--- src/rtl/hash_result_fifo_if.sv ---
// Interface for hash_result_fifo: input stream, output stream, level and statistics.
// Handshakes: a word moves on a rising edge when valid and ready are both 1; valid never waits on ready.
interface hash_result_fifo_if #(
  parameter int DEPTH     = 8,
  parameter int CNT_WIDTH = 16
);
  localparam int LW = $clog2(DEPTH) + 1;

  logic [31:0]          data_i;
  logic                 valid_i;
  logic                 ready_o;
  logic [31:0]          data_o;
  logic                 valid_o;
  logic                 ready_i;
  logic                 err_o;
  logic [LW-1:0]        level_o;
  logic                 clear_stats_i;
  logic [CNT_WIDTH-1:0] ok_cnt_o;
  logic [CNT_WIDTH-1:0] exists_cnt_o;
  logic [CNT_WIDTH-1:0] notfound_cnt_o;
  logic [CNT_WIDTH-1:0] full_cnt_o;
  logic [CNT_WIDTH-1:0] nodel_cnt_o;

  modport slave (
    input  data_i, valid_i, ready_i, clear_stats_i,
    output ready_o, data_o, valid_o, err_o, level_o,
           ok_cnt_o, exists_cnt_o, notfound_cnt_o, full_cnt_o, nodel_cnt_o
  );

  modport master (
    output data_i, valid_i, ready_i, clear_stats_i,
    input  ready_o, data_o, valid_o, err_o, level_o,
           ok_cnt_o, exists_cnt_o, notfound_cnt_o, full_cnt_o, nodel_cnt_o
  );
endinterface

--- src/rtl/hash_result_fifo.sv ---
// First-word-fall-through FIFO for hash-table response words, with error flagging.
// Define RESULT_FIFO_STATS_EN to build the saturating per-outcome statistics counters.
module hash_result_fifo #(
  parameter int DEPTH      = 8,
  parameter int DATA_WIDTH = 15,
  parameter int CNT_WIDTH  = 16
) (
  input logic               clk,
  input logic               reset,
  hash_result_fifo_if.slave bus
);
  localparam int AW = $clog2(DEPTH);
  localparam logic [AW:0] PTR_ONE = {{AW{1'b0}}, 1'b1};

  logic [AW:0]  wr_ptr;
  logic [AW:0]  rd_ptr;
  logic         full;
  logic         empty;
  logic         push;
  logic         pop;
  logic [31:0]  mem [DEPTH];
  logic [31:0]  head;

  // Pointer MSB tells a full FIFO (MSBs differ) from an empty one (all equal).
  assign empty = (wr_ptr == rd_ptr);
  assign full  = (wr_ptr[AW] != rd_ptr[AW]) && (wr_ptr[AW-1:0] == rd_ptr[AW-1:0]);
  assign push  = bus.valid_i && !full;
  assign pop   = bus.ready_i && !empty;

  always_ff @(posedge clk or posedge reset) begin
    if (reset) begin
      wr_ptr <= '0;
      rd_ptr <= '0;
    end else begin
      if (push) wr_ptr <= wr_ptr + PTR_ONE;
      if (pop)  rd_ptr <= rd_ptr + PTR_ONE;
    end
  end

  always_ff @(posedge clk) begin
    if (push) mem[wr_ptr[AW-1:0]] <= bus.data_i;
  end

  assign head = mem[rd_ptr[AW-1:0]];

  // Flags, unchecked middle bits and the read-data field all pass through untouched.
  assign bus.data_o  = empty ? 32'h0 : {head[31:DATA_WIDTH], head[DATA_WIDTH-1:0]};
  assign bus.valid_o = !empty;
  assign bus.ready_o = !full;
  assign bus.err_o   = !empty && (|head[31:28]);
  assign bus.level_o = wr_ptr - rd_ptr;

`ifdef RESULT_FIFO_STATS_EN
  localparam logic [CNT_WIDTH-1:0] CNT_ONE = {{(CNT_WIDTH-1){1'b0}}, 1'b1};

  logic [CNT_WIDTH-1:0] ok_cnt;
  logic [CNT_WIDTH-1:0] exists_cnt;
  logic [CNT_WIDTH-1:0] notfound_cnt;
  logic [CNT_WIDTH-1:0] full_cnt;
  logic [CNT_WIDTH-1:0] nodel_cnt;

  function automatic logic [CNT_WIDTH-1:0] sat_inc(input logic [CNT_WIDTH-1:0] v,
                                                   input logic hit);
    return (hit && !(&v)) ? v + CNT_ONE : v;
  endfunction

  // Clear wins over a same-cycle increment.
  always_ff @(posedge clk or posedge reset) begin
    if (reset) begin
      ok_cnt       <= '0;
      exists_cnt   <= '0;
      notfound_cnt <= '0;
      full_cnt     <= '0;
      nodel_cnt    <= '0;
    end else if (bus.clear_stats_i) begin
      ok_cnt       <= '0;
      exists_cnt   <= '0;
      notfound_cnt <= '0;
      full_cnt     <= '0;
      nodel_cnt    <= '0;
    end else if (push) begin
      ok_cnt       <= sat_inc(ok_cnt,       ~|bus.data_i[31:28]);
      exists_cnt   <= sat_inc(exists_cnt,   bus.data_i[31]);
      notfound_cnt <= sat_inc(notfound_cnt, bus.data_i[30]);
      full_cnt     <= sat_inc(full_cnt,     bus.data_i[29]);
      nodel_cnt    <= sat_inc(nodel_cnt,    bus.data_i[28]);
    end
  end

  assign bus.ok_cnt_o       = ok_cnt;
  assign bus.exists_cnt_o   = exists_cnt;
  assign bus.notfound_cnt_o = notfound_cnt;
  assign bus.full_cnt_o     = full_cnt;
  assign bus.nodel_cnt_o    = nodel_cnt;
`else
  wire unused_clear_stats = bus.clear_stats_i;

  assign bus.ok_cnt_o       = '0;
  assign bus.exists_cnt_o   = '0;
  assign bus.notfound_cnt_o = '0;
  assign bus.full_cnt_o     = '0;
  assign bus.nodel_cnt_o    = '0;
`endif
endmodule

--- src/flat_wrapper.sv ---
// flat-port wrapper written by rule: the top's interface ports become plain ports
module hash_result_fifo_flat 
#(
  parameter int DEPTH      = 8,
  parameter int DATA_WIDTH = 15,
  parameter int CNT_WIDTH  = 16
)
  (clk, reset, bus_data_i, bus_valid_i, bus_ready_i, bus_clear_stats_i, bus_ready_o, bus_data_o, bus_valid_o, bus_err_o, bus_level_o, bus_ok_cnt_o, bus_exists_cnt_o, bus_notfound_cnt_o, bus_full_cnt_o, bus_nodel_cnt_o);
  hash_result_fifo_if #(.DEPTH(DEPTH), .CNT_WIDTH(CNT_WIDTH)) bus_i ();
  input logic clk;
  input logic reset;
  input wire logic [$bits(bus_i.data_i)-1:0] bus_data_i;
  input wire logic [$bits(bus_i.valid_i)-1:0] bus_valid_i;
  input wire logic [$bits(bus_i.ready_i)-1:0] bus_ready_i;
  input wire logic [$bits(bus_i.clear_stats_i)-1:0] bus_clear_stats_i;
  output wire logic [$bits(bus_i.ready_o)-1:0] bus_ready_o;
  output wire logic [$bits(bus_i.data_o)-1:0] bus_data_o;
  output wire logic [$bits(bus_i.valid_o)-1:0] bus_valid_o;
  output wire logic [$bits(bus_i.err_o)-1:0] bus_err_o;
  output wire logic [$bits(bus_i.level_o)-1:0] bus_level_o;
  output wire logic [$bits(bus_i.ok_cnt_o)-1:0] bus_ok_cnt_o;
  output wire logic [$bits(bus_i.exists_cnt_o)-1:0] bus_exists_cnt_o;
  output wire logic [$bits(bus_i.notfound_cnt_o)-1:0] bus_notfound_cnt_o;
  output wire logic [$bits(bus_i.full_cnt_o)-1:0] bus_full_cnt_o;
  output wire logic [$bits(bus_i.nodel_cnt_o)-1:0] bus_nodel_cnt_o;
  assign bus_i.data_i = bus_data_i;
  assign bus_i.valid_i = bus_valid_i;
  assign bus_i.ready_i = bus_ready_i;
  assign bus_i.clear_stats_i = bus_clear_stats_i;
  assign bus_ready_o = bus_i.ready_o;
  assign bus_data_o = bus_i.data_o;
  assign bus_valid_o = bus_i.valid_o;
  assign bus_err_o = bus_i.err_o;
  assign bus_level_o = bus_i.level_o;
  assign bus_ok_cnt_o = bus_i.ok_cnt_o;
  assign bus_exists_cnt_o = bus_i.exists_cnt_o;
  assign bus_notfound_cnt_o = bus_i.notfound_cnt_o;
  assign bus_full_cnt_o = bus_i.full_cnt_o;
  assign bus_nodel_cnt_o = bus_i.nodel_cnt_o;
  hash_result_fifo #(.DEPTH(DEPTH), .DATA_WIDTH(DATA_WIDTH), .CNT_WIDTH(CNT_WIDTH)) u_core (.clk(clk), .reset(reset), .bus(bus_i));
endmodule
--- config.mk ---
export PLATFORM = sky130hd
export DESIGN_NAME = hash_result_fifo_flat
export DESIGN_NICKNAME = d
export VERILOG_FILES = /design/src/rtl/hash_result_fifo_if.sv /design/src/rtl/hash_result_fifo.sv /design/src/flat_wrapper.sv
export SDC_FILE = /design/constraint.sdc
export NUM_CORES = 1
export LEC_CHECK = 0
export ABC_AREA = 1
export BUFFER_PORTS_ARGS = -buffer_cell sky130_fd_sc_hd__buf_2
export CAP_MARGIN = 15
export CORE_AREA = 2 2 161 163
export DETAILED_ROUTE_END_ITERATION = 12
export DIE_AREA = 0 0 163 165
export GPL_TIMING_DRIVEN = 0
export PLACE_DENSITY = 0.71
export SLEW_MARGIN = 0
export SYNTH_ARGS = -nofsm -noshare
export SYNTH_HDL_FRONTEND = slang
export SYNTH_SLANG_ARGS = --single-unit
export TNS_END_PERCENT = 30
--- constraint.sdc ---
create_clock -name clk -period 4.6 [get_ports clk]
set_clock_uncertainty 0.1 [all_clocks]
set_input_delay 0.92 -clock clk [delete_from_list [all_inputs] [get_ports clk]]
set_output_delay 0.92 -clock clk [all_outputs]
set_load 0.1 [all_outputs]
# [After elaboration in Yosys (flattened, before gate mapping)]
# Memories as Yosys holds them, arrays and structs flattened.
# Index checks and enable logic that the tools add are counted.
[op_classes] mux=3 n_reduce_logical=7 eq_ne=3 addsub=3
[ops] cell="32-bit two-way mux" count=1
[ops] cell="4-bit by 1-bit adder with 4-bit output (second input constant)" count=2
[ops] cell="4-bit == test" count=1
[ops] cell="1-bit logical AND" count=4
[ops] cell="4-bit OR reduction" count=1
[ops] cell="4-bit subtractor" count=1
[ops] cell="3-bit == test" count=1
[ops] cell="1-bit logical NOT" count=2
[ops] cell="1-bit two-way mux" count=2
[ops] cell="1-bit inequality test" count=1
[totals] ram_bits=256 regBits=8 elab_cells=19 n_memories=1
[mem_list] memory="u_core.mem" depth=8 width=32 read_ports=1 rd_ports_with_merged_regs=0 write_ports=1 line_no="hash_result_fifo.sv:21" rtl="logic [31:0] mem [DEPTH];"

# [Logic depth before layout (Yosys ltp)]
[logic_depth] ltp_word=6 mapped_depth=11 depth_no_buf=9

# [Worst setup path before layout]
# OpenSTA, ideal clock, no wires.
[synth_path] kind="reg2reg" startpoint="register u_core.wr_ptr[0]" endpoint="memory u_core.mem[6][0] (enable)" path_stages_with_launch=10 setup_slack_ns=-0.750 t_arrival_ns=4.789 required_ns=4.039 path_cell_list="dfrtp_1 -> inv_1 -> ha_1 -> inv_1 -> nor3_1 -> nand2_1 -> nand2_1 -> inv_1 -> nand2_1 -> nor3_1"
[synth_between] elab_chain_cells=6
[synth_rtl] element="start, declared" line_no="hash_result_fifo.sv:15" rtl="logic [AW:0] wr_ptr;"
[synth_rtl] element="start signal, assigned" line_no="hash_result_fifo.sv:35" rtl="if (push) wr_ptr <= wr_ptr + PTR_ONE;"
[synth_rtl] element="3-bit == test" line_no="hash_result_fifo.sv:26" rtl="assign full = (wr_ptr[AW] != rd_ptr[AW]) && (wr_ptr[AW-1:0] == rd_ptr[AW-1:0]);"
[synth_rtl] element="1-bit logical AND" line_no="hash_result_fifo.sv:26"
[synth_rtl] element="1-bit logical NOT"
[synth_rtl] element="net bus_ready_o" line_no="flat_wrapper.sv:16" rtl="output wire logic [$bits(bus_i.ready_o)-1:0] bus_ready_o;"
[synth_rtl] element="1-bit logical AND" line_no="hash_result_fifo.sv:27" rtl="assign push = bus.valid_i && !full;"
[synth_rtl] element="1-bit two-way mux" line_no="hash_result_fifo.sv:41" rtl="if (push) mem[wr_ptr[AW-1:0]] <= bus.data_i;"
[synth_rtl] element="1-bit two-way mux (not written as such)" line_no="hash_result_fifo.sv:41"
[synth_rtl] element="end, declared" line_no="hash_result_fifo.sv:21"
# The timed path passes the listed nets, and every way through them passes these cells.

# [Final worst setup path]
[layout_path] startpoint="register u_core.rd_ptr[2]" endpoint="output bus_data_o[3]"
[layout_between] elab_chain_cells=2 elab_cells_between_ends=3 classes_between="1 x eq/ne; 1 x mux; 1 x memory"
[layout_rtl] element="start, declared" line_no="hash_result_fifo.sv:16" rtl="logic [AW:0] rd_ptr;"
[layout_rtl] element="start signal, assigned" line_no="hash_result_fifo.sv:36" rtl="if (pop) rd_ptr <= rd_ptr + PTR_ONE;"
[layout_rtl] element="memory 8 x 32 bit or 4-bit == test (tied branches)"
[layout_rtl] element="32-bit two-way mux *" line_no="hash_result_fifo.sv:47" rtl="assign bus.data_o = empty ? 32'h0 : {head[31:DATA_WIDTH], head[DATA_WIDTH-1:0]};"
[layout_rtl] element="end, declared" line_no="flat_wrapper.sv:17" rtl="output wire logic [$bits(bus_i.data_o)-1:0] bus_data_o;"
# Mark *: on every way between the ends. The rest lies on a longest branch, timed or not.

==> out/metrics.cfg <==
[die]
die_x_um = 163
ios = 156
initial_core_util_pct = 44.6
core_um2 = 25000
die_h_um = 165
std_cell_rows = 58
die-area_um2 = 26900

[drt]
drt-total-wl_mm = 26.7
drt-vias-per-instance = 5.07
ant_nets = 0
drt_pass1_iterations = 5
dr.first_iter.drc_count = 619
drt-wirelength-per-cell_um = 18.3
num_vias = 7390
drc = 0

[final_layout]
layout.nets = 1151
final_cells = 1457
syn_to_final_growth_pct = 18.6
fin_area_um2 = 13200
layout-drive-gt1-share_pct = 20.6

[synthesis]
ys_seq_area_share_pct = 70.6
synthArstFlopShare_pct = 3.03
synth_area_leaders = edfxtp_1 69%, nor2_1 6.1%, buf_4 5.6%, o21ai_0 5.3%, o22ai_1 3.1%
synth_cells = 920
synth_cell_types = 23
yosysWarnings = 0
synth_edf_count = 256
synth_ff_type = edfxtp_1
synth_top_area_share_pct = 68.8
ys_top_cells_by_count = 256 x edfxtp_1, 182 x nor2_1, 119 x o21ai_0, 83 x buf_4, 63 x nand2_1
synth_area_um2 = 11200
synth_seq_cells = 264
synth_area_per_cell_um2 = 12.1
synth_top_cell_by_area = edfxtp_1
synth_most_common_cell = edfxtp_1

[cts]
hold_buffers = 0
clkTransAtPathRegs_ns = 0.06
cts_tree = yes
cts_max_path_buffers = 3
cts_root_buffer = clkbuf_16
cts_buffers = 26
post_cts.repair.setup_buffers = 0
insertion_delay_ns = 0.53
clock_sinks = 264
cts-htree-levels = 1
post_cts_resized = 0

[flow_run]
drv_cap = 0

[run_status]
status = complete, no violations

[setup_path]
cp_max_fo = 15
worstSetupStartpointType = flip-flop
required_ns = 3.58
path_class = flip-flop to output pin
cpPeakStageDelay_ns = 0.47
worstSetupEndpointType = output pin
cpMostUsedCell = buf_2
cp.arrival_ns = 3.35
cp_cell_sequence = buf_2 > inv_2 > ha_1 > inv_1 > nor2_1 > nand3_1 > buf_2 > o21ai_1 > nor2_1 > buf_2
slowest_stage = buf_2

[sta]
setup_violations = 0
hold_viol_final = 0
tightest_slew_ns = 0.744
rsz0062_at_grt = false
holdWs_ns = 0.228
period_share_pct = 95.0
fin_ws_ns = 0.231
report.final.slew_viol_count = 0
post-route-min-period_ns = 4.37
fmax_ghz = 0.229
slew-limit-headroom_pct = 50.4

[place]
port_buffers = 74
hpwlAfterDp_mm = 17.1
pre_cts_ws_ns = 0.391
postPlaceCellArea_um2 = 12500
dp_cells = 1412
gp_congestion = 0.758

[min_path]
min_path_type = input port to async pin

[global_routing]
grt_pass1_wl_mm = 40.1
grt_max_degree = 26
grt_pass1_vias = 7120
grt.total_usage_pct = 19.8
overflow = 0
antenna_found_initial = 4

per-layer routing:
metal	track usage, %	vias to the layer above	share of wire, %
met1	24.8	3490	39
met3	3.42	57	9.5
met2	35.3	375	49
met4	5.95	4	2.8
met5	0	-	0.10
li1	-	3464	-
final cells by class:
type / count / area (µm²)
clock inverter: 10 / 46.3
fill: 2131 / 11800
timing repair buffer: 83 / 553
clock buffer: 35 / 706
sequential: 264 / 7890
buffer: 130 / 852
antenna: 2 / 5.00
tap: 330 / 413
multi-input combinational: 566 / 2650
inverter: 37 / 139
critical path, delay by kind of cell (launching register included):
| family | cells | cell delay, ns |
|---|---|---|
| AOI/OAI and AO/OA | 1 | 0.11 |
| adders and majority gates | 1 | 0.33 |
| buffers and inverters | 5 | 1.44 |
| DFF | 1 | 0.36 |
| and+or+nand+nor | 3 | 0.58 |
kinds of logic (layout without fill, tap and decap cells):
logic type,count (synthesis),after routing,share of synthesized area (%)
buf+inv,169,295,8.94
xor+xnor,8,8,0.627
compound gates,200,200,9.61
fa+ha+maj,6,6,0.739
flops,264,264,70.6
simple gates,272,272,9.44
other cells,1,82,0.0336
sequential cells by signal, indices dropped and copies added (netlist names):
| signal | count |
|---|---|
| u_core.rd_ptr | 4 |
| u_core.mem | 256 |
| u_core.wr_ptr | 4 |
worst paths after layout:
kind	start	end	slack, ns	depth (start not counted)
max	u_core.rd_ptr[2]	bus_data_o[3]	0.23	10
min	reset	u_core.wr_ptr[1]	0.23	2
max reg2reg	u_core.rd_ptr[1]	u_core.mem[6][18]	1.14	12
min reg2reg	u_core.wr_ptr[3]	u_core.wr_ptr[3]	0.40	1
max in group asynchronous	reset	u_core.rd_ptr[2]	3.93	2
min in group clk	u_core.wr_ptr[3]	u_core.wr_ptr[3]	0.40	1
stage by stage:
| stage | setup TNS (ns) | util [%] |
|---|---|---|
| after floorplan | 0 | - |
| after global placement | -148.36 | 49.0 |
| after detailed placement | 0 | 49.9 |
| after CTS | 0 | 52.9 |
| after global routing | 0 | 52.9 |
| final | 0 | 52.9 |
cell usage in the layout, fill, tap and decap left out, types with 4 or more instances in the layout:
cell,instances
clkinv_2,7
dfrtp_1,8
nand2_1,63
conb_1,80
xnor2_1,4
nor2_4,7
xor2_1,4
buf_2,92
o22ai_1,56
inv_1,35
clkbuf_16,27
nor2_1,175
buf_6,4
o21ai_1,23
buf_4,83
clkbuf_1,29
o21ai_0,119
nand3_1,25
buf_12,7
edfxtp_1,256
ha_1,5
buf_1,4
Power is not shown: default switching activity piles up to over one toggle a cycle in this logic, so the estimate is an artifact.
